<file path="config.mk">
export PLATFORM = sky130hd
export DESIGN_NAME = fetch_stall_ctrl_flat
export DESIGN_NICKNAME = d
export VERILOG_FILES = /design/src/rtl/fetch_stall_ctrl_pkg.sv /design/src/rtl/fetch_stall_ctrl_if.sv /design/src/rtl/fetch_stall_ctrl_if_id_reg.sv /design/src/rtl/fetch_stall_ctrl.sv /design/src/flat_wrapper.sv
export SDC_FILE = /design/constraint.sdc
export NUM_CORES = 1
export LEC_CHECK = 0
export CAP_MARGIN = 20
export CORE_UTILIZATION = 45
export CTS_CLUSTER_DIAMETER = 80
export DETAILED_ROUTE_END_ITERATION = 10
export PLACE_DENSITY = 0.85
export SLEW_MARGIN = 15
export SYNTH_ARGS = -nofsm -noshare
export SYNTH_HDL_FRONTEND = slang
export SYNTH_SLANG_ARGS = --single-unit
</file>
<file path="constraint.sdc">
create_clock -name clk -period 3.7 [get_ports clk]
set_input_delay 0.74 -clock clk [delete_from_list [all_inputs] [get_ports clk]]
set_output_delay 0.74 -clock clk [all_outputs]
set_load 0.005 [all_outputs]
</file>
<file path="src/rtl/fetch_stall_ctrl_pkg.sv">
// Shared fetch-pipeline definitions: the controller state encoding, the NOP
// bundle used when IF/ID is flushed, the default widths and a saturating
// counter helper.
package fetch_stall_ctrl_pkg;

    localparam int DEF_PC_W    = 8;
    localparam int DEF_INSTR_W = 32;
    localparam int DEF_CTRL_W  = 8;

    // A flushed IF/ID slot carries an all-zero bundle.
    localparam logic [DEF_INSTR_W-1:0] NOP_BUNDLE = {DEF_INSTR_W{1'b0}};

    typedef enum logic [1:0] {
        ST_RUN   = 2'd0,
        ST_STALL = 2'd1,
        ST_FLUSH = 2'd2
    } state_e;

    // Increment that sticks at all-ones instead of wrapping.
    function automatic logic [15:0] sat_inc16(input logic [15:0] value);
        logic [15:0] result;
        if (value == 16'hFFFF) begin
            result = value;
        end else begin
            result = value + 16'h0001;
        end
        return result;
    endfunction

endpackage

</file>
<file path="src/rtl/fetch_stall_ctrl_if.sv">
// Bundle of hazard-unit controls, branch redirect, instruction-memory data
// and the IF/ID outputs shared between the fetch controller and its users.
interface fetch_stall_ctrl_if
    import fetch_stall_ctrl_pkg::*;
#(
    parameter int PC_W    = DEF_PC_W,
    parameter int INSTR_W = DEF_INSTR_W,
    parameter int CTRL_W  = DEF_CTRL_W
) ();

    logic               PCWrite;
    logic               IF_IDWrite;
    logic               ControlMux;
    logic               branch_taken;
    logic [PC_W-1:0]    branch_target;
    logic [INSTR_W-1:0] imem_data;
    logic [CTRL_W-1:0]  ctrl_in;

    logic [PC_W-1:0]    pc;
    logic [INSTR_W-1:0] if_id_instr;
    logic [PC_W-1:0]    if_id_pc;
    logic               if_id_valid;
    logic [CTRL_W-1:0]  ctrl_out;
    logic [15:0]        stall_cnt;
    logic [1:0]         state;

    // Hazard unit / memory side: drives the controls, observes the pipeline.
    modport master (
        output PCWrite, IF_IDWrite, ControlMux, branch_taken, branch_target,
               imem_data, ctrl_in,
        input  pc, if_id_instr, if_id_pc, if_id_valid, ctrl_out, stall_cnt, state
    );

    // Fetch controller side.
    modport slave (
        input  PCWrite, IF_IDWrite, ControlMux, branch_taken, branch_target,
               imem_data, ctrl_in,
        output pc, if_id_instr, if_id_pc, if_id_valid, ctrl_out, stall_cnt, state
    );

endinterface

</file>
<file path="src/rtl/fetch_stall_ctrl_if_id_reg.sv">
// IF/ID pipeline register: flush inserts a NOP marked invalid, load captures
// the fetched bundle, otherwise every field holds.
module if_id_reg
    import fetch_stall_ctrl_pkg::*;
#(
    parameter int PC_W    = DEF_PC_W,
    parameter int INSTR_W = DEF_INSTR_W
) (
    input  logic               clk,
    input  logic               reset,
    input  logic               i_load,
    input  logic               i_flush,
    input  logic [INSTR_W-1:0] i_instr,
    input  logic [PC_W-1:0]    i_pc,
    output logic [INSTR_W-1:0] o_instr,
    output logic [PC_W-1:0]    o_pc,
    output logic               o_valid
);

    logic [INSTR_W-1:0] r_instr;
    logic [PC_W-1:0]    r_pc;
    logic               r_valid;

    // Flush wins over load so a redirect always kills the wrong-path slot.
    always_ff @(posedge clk or posedge reset) begin
        if (reset) begin
            r_instr <= {INSTR_W{1'b0}};
            r_pc    <= {PC_W{1'b0}};
            r_valid <= 1'b0;
        end else if (i_flush) begin
            r_instr <= INSTR_W'(NOP_BUNDLE);
            r_pc    <= i_pc;
            r_valid <= 1'b0;
        end else if (i_load) begin
            r_instr <= i_instr;
            r_pc    <= i_pc;
            r_valid <= 1'b1;
        end
    end

    assign o_instr = r_instr;
    assign o_pc    = r_pc;
    assign o_valid = r_valid;

endmodule

</file>
<file path="src/rtl/fetch_stall_ctrl.sv">
// Fetch-stage controller: owns the PC, the RUN/STALL/FLUSH state machine and
// the stall counter, drives the IF/ID register and gates the ID/EX controls.
module fetch_stall_ctrl
    import fetch_stall_ctrl_pkg::*;
#(
    parameter int PC_W    = DEF_PC_W,
    parameter int INSTR_W = DEF_INSTR_W,
    parameter int CTRL_W  = DEF_CTRL_W
) (
    input  logic               clk,
    input  logic               reset,
    fetch_stall_ctrl_if.slave  bus
);

    logic [PC_W-1:0]    r_pc;
    state_e             r_state;
    logic [15:0]        r_stall_cnt;

    logic [INSTR_W-1:0] w_ifid_instr;
    logic [PC_W-1:0]    w_ifid_pc;
    logic               w_ifid_valid;
    logic [CTRL_W-1:0]  w_ctrl_out;

    // State, PC and stall counter; a taken branch overrides both hold requests.
    always_ff @(posedge clk or posedge reset) begin
        if (reset) begin
            r_pc        <= {PC_W{1'b0}};
            r_state     <= ST_RUN;
            r_stall_cnt <= 16'h0000;
        end else if (bus.branch_taken) begin
            r_pc    <= bus.branch_target;
            r_state <= ST_FLUSH;
        end else begin
            case (r_state)
                // FLUSH fetches the redirect target exactly like RUN does.
                ST_RUN, ST_FLUSH: begin
                    if (bus.PCWrite) begin
                        r_pc    <= r_pc + PC_W'(1);
                        r_state <= ST_RUN;
                    end else begin
                        r_state     <= ST_STALL;
                        r_stall_cnt <= sat_inc16(r_stall_cnt);
                    end
                end
                // The held PC is fetched on release, so nothing is lost or repeated.
                ST_STALL: begin
                    if (bus.PCWrite) begin
                        r_pc    <= r_pc + PC_W'(1);
                        r_state <= ST_RUN;
                    end else begin
                        r_state     <= ST_STALL;
                        r_stall_cnt <= sat_inc16(r_stall_cnt);
                    end
                end
                default: begin
                    r_state <= ST_RUN;
                end
            endcase
        end
    end

    if_id_reg #(
        .PC_W    (PC_W),
        .INSTR_W (INSTR_W)
    ) u_if_id_reg (
        .clk     (clk),
        .reset   (reset),
        .i_load  (bus.IF_IDWrite),
        .i_flush (bus.branch_taken),
        .i_instr (bus.imem_data),
        .i_pc    (r_pc),
        .o_instr (w_ifid_instr),
        .o_pc    (w_ifid_pc),
        .o_valid (w_ifid_valid)
    );

    // Bubble into ID/EX when the hazard unit asks or IF/ID holds no real bundle.
    always_comb begin
        w_ctrl_out = {CTRL_W{1'b0}};
        if (bus.ControlMux && w_ifid_valid) begin
            w_ctrl_out = bus.ctrl_in;
        end else begin
            w_ctrl_out = {CTRL_W{1'b0}};
        end
    end

    assign bus.pc          = r_pc;
    assign bus.state       = r_state;
    assign bus.stall_cnt   = r_stall_cnt;
    assign bus.if_id_instr = w_ifid_instr;
    assign bus.if_id_pc    = w_ifid_pc;
    assign bus.if_id_valid = w_ifid_valid;
    assign bus.ctrl_out    = w_ctrl_out;

endmodule
</file>
<file path="src/flat_wrapper.sv">
// flat-port wrapper written by rule: the top's interface ports become plain ports
module fetch_stall_ctrl_flat import fetch_stall_ctrl_pkg::*;
#(
    parameter int PC_W    = DEF_PC_W,
    parameter int INSTR_W = DEF_INSTR_W,
    parameter int CTRL_W  = DEF_CTRL_W
)
  (clk, reset, bus_PCWrite, bus_IF_IDWrite, bus_ControlMux, bus_branch_taken, bus_branch_target, bus_imem_data, bus_ctrl_in, bus_pc, bus_if_id_instr, bus_if_id_pc, bus_if_id_valid, bus_ctrl_out, bus_stall_cnt, bus_state);
  fetch_stall_ctrl_if #(.PC_W(PC_W), .INSTR_W(INSTR_W), .CTRL_W(CTRL_W)) bus_i ();
  input  logic clk;
  input  logic reset;
  input wire logic [$bits(bus_i.PCWrite)-1:0] bus_PCWrite;
  input wire logic [$bits(bus_i.IF_IDWrite)-1:0] bus_IF_IDWrite;
  input wire logic [$bits(bus_i.ControlMux)-1:0] bus_ControlMux;
  input wire logic [$bits(bus_i.branch_taken)-1:0] bus_branch_taken;
  input wire logic [$bits(bus_i.branch_target)-1:0] bus_branch_target;
  input wire logic [$bits(bus_i.imem_data)-1:0] bus_imem_data;
  input wire logic [$bits(bus_i.ctrl_in)-1:0] bus_ctrl_in;
  output wire logic [$bits(bus_i.pc)-1:0] bus_pc;
  output wire logic [$bits(bus_i.if_id_instr)-1:0] bus_if_id_instr;
  output wire logic [$bits(bus_i.if_id_pc)-1:0] bus_if_id_pc;
  output wire logic [$bits(bus_i.if_id_valid)-1:0] bus_if_id_valid;
  output wire logic [$bits(bus_i.ctrl_out)-1:0] bus_ctrl_out;
  output wire logic [$bits(bus_i.stall_cnt)-1:0] bus_stall_cnt;
  output wire logic [$bits(bus_i.state)-1:0] bus_state;
  assign bus_i.PCWrite = bus_PCWrite;
  assign bus_i.IF_IDWrite = bus_IF_IDWrite;
  assign bus_i.ControlMux = bus_ControlMux;
  assign bus_i.branch_taken = bus_branch_taken;
  assign bus_i.branch_target = bus_branch_target;
  assign bus_i.imem_data = bus_imem_data;
  assign bus_i.ctrl_in = bus_ctrl_in;
  assign bus_pc = bus_i.pc;
  assign bus_if_id_instr = bus_i.if_id_instr;
  assign bus_if_id_pc = bus_i.if_id_pc;
  assign bus_if_id_valid = bus_i.if_id_valid;
  assign bus_ctrl_out = bus_i.ctrl_out;
  assign bus_stall_cnt = bus_i.stall_cnt;
  assign bus_state = bus_i.state;
  fetch_stall_ctrl #(.PC_W(PC_W), .INSTR_W(INSTR_W), .CTRL_W(CTRL_W)) u_core (.clk(clk), .reset(reset), .bus(bus_i));
endmodule
</file>
==> metrics.md, run 1 <==
| Metric | Value |
|---|---|
| Status | completed |
| Syn. warnings | 0 |
| Final Skew | 0.00532 ns |
| Buffers on Ports | 128 |
| Average size of a mapped cell | 11.7 µm² |
| P_leak | 2.04 nW |
| Fin. Hold Viols | 0 |
| Core Box Area | 0.00635 mm² |
| Clk pwr share | 28.8% |
| Clock net sink count | 67 |
| Net switching power figure | 0.502 mW |
| Setup crit end kind | primary output |
| Reg power frac | 48.2% |
| # hold bufs at CTS | 0 |
| Post-layout util | 70.4% |
| Final setup viols | 0 |
| Worst-path fanout max | 8 |
| First-pass GRT wire length | 11000 µm |
| Drt initial violations | 75 |
| Largest net degree at the start of global routing | 68 |
| Die ar. | 0.00690 mm² |
| #FFs+latches synth | 67 |
| Num CTS Buffers | 9 |
| Startpoint Class | input port |
| Critical path class | input port to primary output |
| Register area share after synthesis | 56.7% |
| DR vias/cell | 5.05 |
| Placer Congestion | 0.844 |
| Multi-input logic area | 0.00123 mm² |
| VDD IR max | 0.346 mV |
| WP data required | 2.96 ns |
| Row Count | 29 |
| Arrival @ worst endpoint | 1.97 ns |
| Pwr dens | 421 mW/mm² |
| Drt drc | 0 |
| # fillers | 453 |
| Fmax achieved | 370 MHz |
| GRT overflow | 0 |
| Postcts setup bufs | 0 |
| Vias in the first global route | 2231 |
| Gates resized, CTS repair | 0 |
| DP HPWL | 4660 µm |
| Die Width | 83.0 µm |
| Register-to-Register Path Depth | 5 |
| Pre-Repair DR Iteration Count | 4 |
| Tot Pwr | 1.88 mW |
| Worst reg2reg path startpoint | u_core.bus.stall_cnt[0] |
| CTS Buffer Depth | 2 |
| Reg clk slew, reported paths | 0.06 ns |
| Distinct cells, synth | 28 |
| Gate power share | 23.1% |
| Max Slew Vio Count | 0 |
| Die height | 83.0 µm |
| Share of cells above drive strength 1 | 9.02% |
| Hold_sp | u_core.u_if_id_reg.o_pc[0] |
| Synth-to-Final Area Change | 51.3% |
| Setup slack, reg-to-reg | 1.85 ns |
| Routed wire per std cell | 14.1 µm |
| Hold depth | 1 |
| Total wire length | 6580 µm |
| Post-Route Setup TNS | 0 ns |
| Final ANT Viol Nets | 0 |
| Tcrit/Tclk final | 73.1% |
| # diodes | 0 |
| Synthesized cell area | 0.00296 mm² |
| Initial core utilization | 46.5% |
| Minimum clock period | 2.71 ns |
| Hold endpoint | u_core.u_if_id_reg.o_pc[0] |
| Htree depth | 3 |
| Nets@finish | 440 |
| Max cap viols | 0 |
| CTS tree | built |
| Pint | 1.38 mW |
| Vias | 2349 |
| Sw Share | 26.7% |
| Rel. slew slack | 36.1% |
| Mapped Cells | 253 |
| Initial antenna violation count | 0 |
| Worst-Margin Slew | 0.959 ns |
| Total Routing Usage GR | 20.1% |
| Register area | 0.00168 mm² |
| RSZ-0062 raised after global routing | false |
| Worst Hold Class | flip-flop to flip-flop |
| Worst hold slack | 0.507 ns |
| Reg-to-reg critical path endpoint | u_core.bus.stall_cnt[12] |
| Clk Tree Root Cell | clkbuf_8 |
| Post-synthesis net count | 309 |
| Clk Latency, worst-skew pair | 0.33 ns |
| Ports | 129 |
## synth_stat cells, drive strengths merged
master  count  area, µm²
a21bo       1       10.0
or2         1       6.26
xor2       11       96.3
ha          2       25.0
nor4b       1       15.0
nor3        5       25.0
xnor2       8       70.1
or3         1       6.26
a31oi       1       6.26
mux2       12        135
nand3       6       30.0
nor2       38        143
clkbuf      4       15.0
a21boi      1       7.51
a21oi       3       15.0
nand4       9       56.3
o21ai       6       30.0
buf         5       22.5
mux2i      33        330
nand2      14       52.6
and3       12       75.1
a211o       1       17.5
dfrtp      67       1680
inv         4       15.0
nor4        7       73.8
## sequential cells by signal (all words and copies together) (netlist names)
signal and cells:
u_core.bus.pc 8, u_core.bus.stall_cnt 16, u_core.u_if_id_reg.o_pc 8, u_core.u_if_id_reg.o_valid 1, u_core.bus.state 2, u_core.u_if_id_reg.o_instr 32
## per-layer routing
| metal | up-vias | wire [µm] | share of wire [%] | track usage [%] |
|---|---|---|---|---|
| met5 | - | 0 | 0 | 0 |
| met4 | 0 | 84 | 1.3 | 7.99 |
| met3 | 8 | 458 | 7.0 | 5.37 |
| met2 | 85 | 3200 | 49 | 33.0 |
| met1 | 1113 | 2840 | 43 | 25.3 |
| li1 | 1143 | - | - | - |
## stage by stage
step                      setup slack (ns)  instance area, µm²  std cells
after floorplan                       1.28                2960        253
after global placement                1.01                4290        450
after detailed placement             0.984                4290        450
after CTS                            0.986                4470        465
after global routing                 0.889                4470        465
final                                0.994                4470        465
## cell type report
class                      count  area share (%)
sequential                    67            37.5
timing repair buffer         129            28.6
inverter                       4           0.336
multi-input combinational    173            27.4
tap                           77            2.15
clock buffer                  13            3.78
clock inverter                 2           0.224
## cell usage in the layout (no fill, tap or decap), types with 2 or more instances in the layout
cell type / instances
a21oi_1: 3
and3_1: 12
buf_2: 2
clkbuf_8: 12
clkdlybuf4s50_1: 126
clkinv_2: 2
dfrtp_1: 67
ha_1: 2
inv_1: 3
mux2_2: 11
mux2i_1: 33
nand2_1: 14
nand3_1: 6
nand4_1: 9
nor2_1: 38
nor3_1: 5
nor4_1: 5
nor4_4: 2
o21ai_0: 6
xnor2_1: 8
xor2_1: 11
## power by group through the flow
| stage | logic (mW) | clock network [mW] | registers [mW] |
|---|---|---|---|
| 3_3_place_gp | 0.426 | 0 | 0.915 |
| 3_5_place_dp | 0.439 | 0 | 0.918 |
| 6_report | 0.434 | 0.542 | 0.908 |
| 5_1_grt | 0.473 | 0.591 | 0.920 |
| 2_1_floorplan | 0.165 | 0 | 0.912 |
| 4_1_cts | 0.441 | 0.556 | 0.906 |
## how the worst max path moves through the flow
stage	startpoint	endpoint	slack [ns]	cells after the start
2_1_floorplan	reset	u_core.bus.pc[0]	1.28	1
3_3_place_gp	bus_ControlMux	bus_ctrl_out[5]	1.01	3
3_5_place_dp	bus_ControlMux	bus_ctrl_out[1]	0.98	3
4_1_cts	bus_ControlMux	bus_ctrl_out[1]	0.99	3
5_1_grt	bus_ControlMux	bus_ctrl_out[1]	0.89	3
6_report	bus_ControlMux	bus_ctrl_out[1]	0.99	3
## critical path, cell delays in order
cell and delay [ns]:
clkdlybuf4s50_1 0.55, and3_1 0.18, clkdlybuf4s50_1 0.49
## cells by family after synthesis
group | synth area share (%)
and+or+nand+nor | 16.3
DFF | 56.7
muxes | 15.7
xor gates and xnor gates | 5.63
AOI/OAI and AO/OA | 2.92
buffers and inverters | 1.78
adders and majority gates | 0.847
(Power assumes the default switching activity.)
==> run 2, diff against run 1 <==
CORE_UTILIZATION = 38   (was 45)
PLACE_DENSITY = 0.76   (was 0.85)
clock period = 2.4 ns   (was 3.7 ns; I/O delays follow)
==> run 2 against run 1 <==
Total power grew 58%. Critical path depth is the same. Worst setup slack lost 0.79 ns. Register-to-register slack lost 1.3 ns. Final area grew 2.1%. Clock power grew 68%. Clock skew grew 0.0021 ns. Flip-flop and latch count is the same. Clock-buffer cell count shrank 2. Via count is essentially flat. Non-clock buffer count grew 5. Sequential share of layout area shrank 0.76 points.
==> metrics.md, run 2 (same netlist as run 1, synthesis figures left out) <==
| Metric | Value |
|---|---|
| Commonest non-fill, non-tap cell in the layout | clkdlybuf4s50_1 |
| Ports | 129 |
| Most frequent cells in the layout | clkdlybuf4s50_1 (126), dfrtp_1 (67), nor2_1 (38) |
| Synth-to-Final Area Change | 54.4% |
| DR vias/cell | 4.76 |
| Initial antenna violation count | 0 |
| Max cap viols | 0 |
| Buffers on Ports | 128 |
| Sw Share | 26.7% |
| Vias in the first global route | 2309 |
| Num CTS Buffers | 9 |
| Largest net degree at the start of global routing | 50 |
| Core Box Area | 0.00737 mm² |
| Drt drc | 0 |
| # diodes | 0 |
| Setup crit end kind | primary output |
| Row Count | 31 |
| Placed Instance Area | 0.00437 mm² |
| CTS tree | built |
| Post-Route Setup TNS | 0 ns |
| Vias | 2347 |
| Postcts setup bufs | 0 |
| Worst Hold Class | flip-flop to flip-flop |
| Gates resized, CTS repair | 0 |
| Net switching power figure | 0.795 mW |
| Htree depth | 3 |
| Initial core utilization | 40.1% |
| WP data required | 1.92 ns |
| Final ANT Viol Nets | 0 |
| Reg clk slew, reported paths | 0.07 ns |
| RSZ-0062 raised after global routing | false |
| GRT overflow | 0 |
| Total Routing Usage GR | 17.7% |
| Rel. slew slack | 60.5% |
| CTS Buffer Depth | 2 |
| Pint | 2.19 mW |
| Max reg flops | 32 |
| Clk pwr share | 30.6% |
| Gate power share | 22.5% |
| Final Instance Area | 0.00456 mm² |
| First-pass GRT wire length | 11500 µm |
| Clock net sink count | 67 |
| Final setup viols | 0 |
| Status | completed |
| Pre-Repair DR Iteration Count | 4 |
| Minimum clock period | 2.20 ns |
| Routed wire per std cell | 14.0 µm |
| VDD IR max | 0.476 mV |
| Share of cells above drive strength 1 | 10.4% |
| Die Width | 90.2 µm |
| Nets@finish | 445 |
| Die ar. | 0.00813 mm² |
| Arrival @ worst endpoint | 1.72 ns |
| Worst-Margin Slew | 0.591 ns |
| # hold bufs at CTS | 0 |
| Final Skew | 0.00740 ns |
| Pwr dens | 653 mW/mm² |
| P_leak | 2.07 nW |
| Placer Congestion | 0.829 |
| Die height | 90.2 µm |
| DP HPWL | 5040 µm |
| Reg power frac | 46.9% |
| Clk Latency, worst-skew pair | 0.33 ns |
| Max Slew Vio Count | 0 |
| Worst-path fanout max | 8 |
| Fmax achieved | 455 MHz |
| Clk Tree Root Cell | clkbuf_8 |
| Drt initial violations | 50 |
| Total wire length | 6900 µm |
| Critical path class | input port to primary output |
| Startpoint Class | input port |
| Tot Pwr | 2.98 mW |
| Fin. Hold Viols | 0 |
| Tcrit/Tclk final | 91.6% |
## run 2: area by class of cell
cell class | instances | area [µm²]
timing repair buffer | 134 | 1330
multi-input combinational | 173 | 1230
sequential | 67 | 1680
clock inverter | 5 | 52.6
clock buffer | 11 | 141
inverter | 4 | 15.0
tap | 99 | 124
fill | 610 | 2810
## run 2: metal layers
| layer | vias to the layer above | global-route usage, % | share of wire [%] |
|---|---|---|---|
| met5 | - | 0 | 0 |
| met4 | 0 | 6.85 | 0.83 |
| met3 | 6 | 4.91 | 7.3 |
| met2 | 88 | 26.8 | 46 |
| met1 | 1096 | 24.0 | 46 |
| li1 | 1157 | - | - |
## run 2: power by group through the flow
stage               sequential, mW  combinational [mW]  clock [mW]
global route                  1.42               0.736       0.995
global placement              1.41               0.668           0
CTS                           1.40               0.683       0.947
finish                        1.40               0.672       0.913
detailed placement            1.42               0.678           0
floorplan                     1.41               0.254           0
## run 2: path summary, 6_finish.rpt
kind	start	end	slack, ns	cells after the start
worst max-delay path	bus_ControlMux	bus_ctrl_out[5]	0.20	3
worst min-delay path	u_core.u_if_id_reg.o_pc[3]	u_core.u_if_id_reg.o_pc[3]	0.51	1
worst max register to register	u_core.bus.stall_cnt[0]	u_core.bus.stall_cnt[1]	0.57	5
worst min register to register	u_core.u_if_id_reg.o_pc[3]	u_core.u_if_id_reg.o_pc[3]	0.51	1
max in group asynchronous	reset	u_core.bus.state[1]	1.22	3
min in group asynchronous	reset	u_core.u_if_id_reg.o_instr[25]	0.55	2
## run 2: worst max-delay path, cell delays in order
cell	delay, ns
clkdlybuf4s50_1	0.55
and3_1	0.19
clkdlybuf4s50_1	0.50
## run 2: stage by stage
stage | hold WS [ns] | worst slack [ns] | utilization [%] | std cells
after CTS | 0.509 | 0.207 | 61.9 | 493
after floorplan | 0.496 | 0.237 | - | 253
after global placement | 0.489 | 0.235 | 59.3 | 477
after detailed placement | 0.493 | 0.206 | 59.3 | 477
final | 0.506 | 0.202 | 61.9 | 493
after global routing | 0.527 | 0.113 | 61.9 | 493
==> run 3, diff against run 2 <==
ABC_AREA = 0   (was unset)
CTS_CLUSTER_DIAMETER = 30   (was 80)
==> results of run 3 <==
The final DEF is identical to that of run 2; final timing and power are the same.
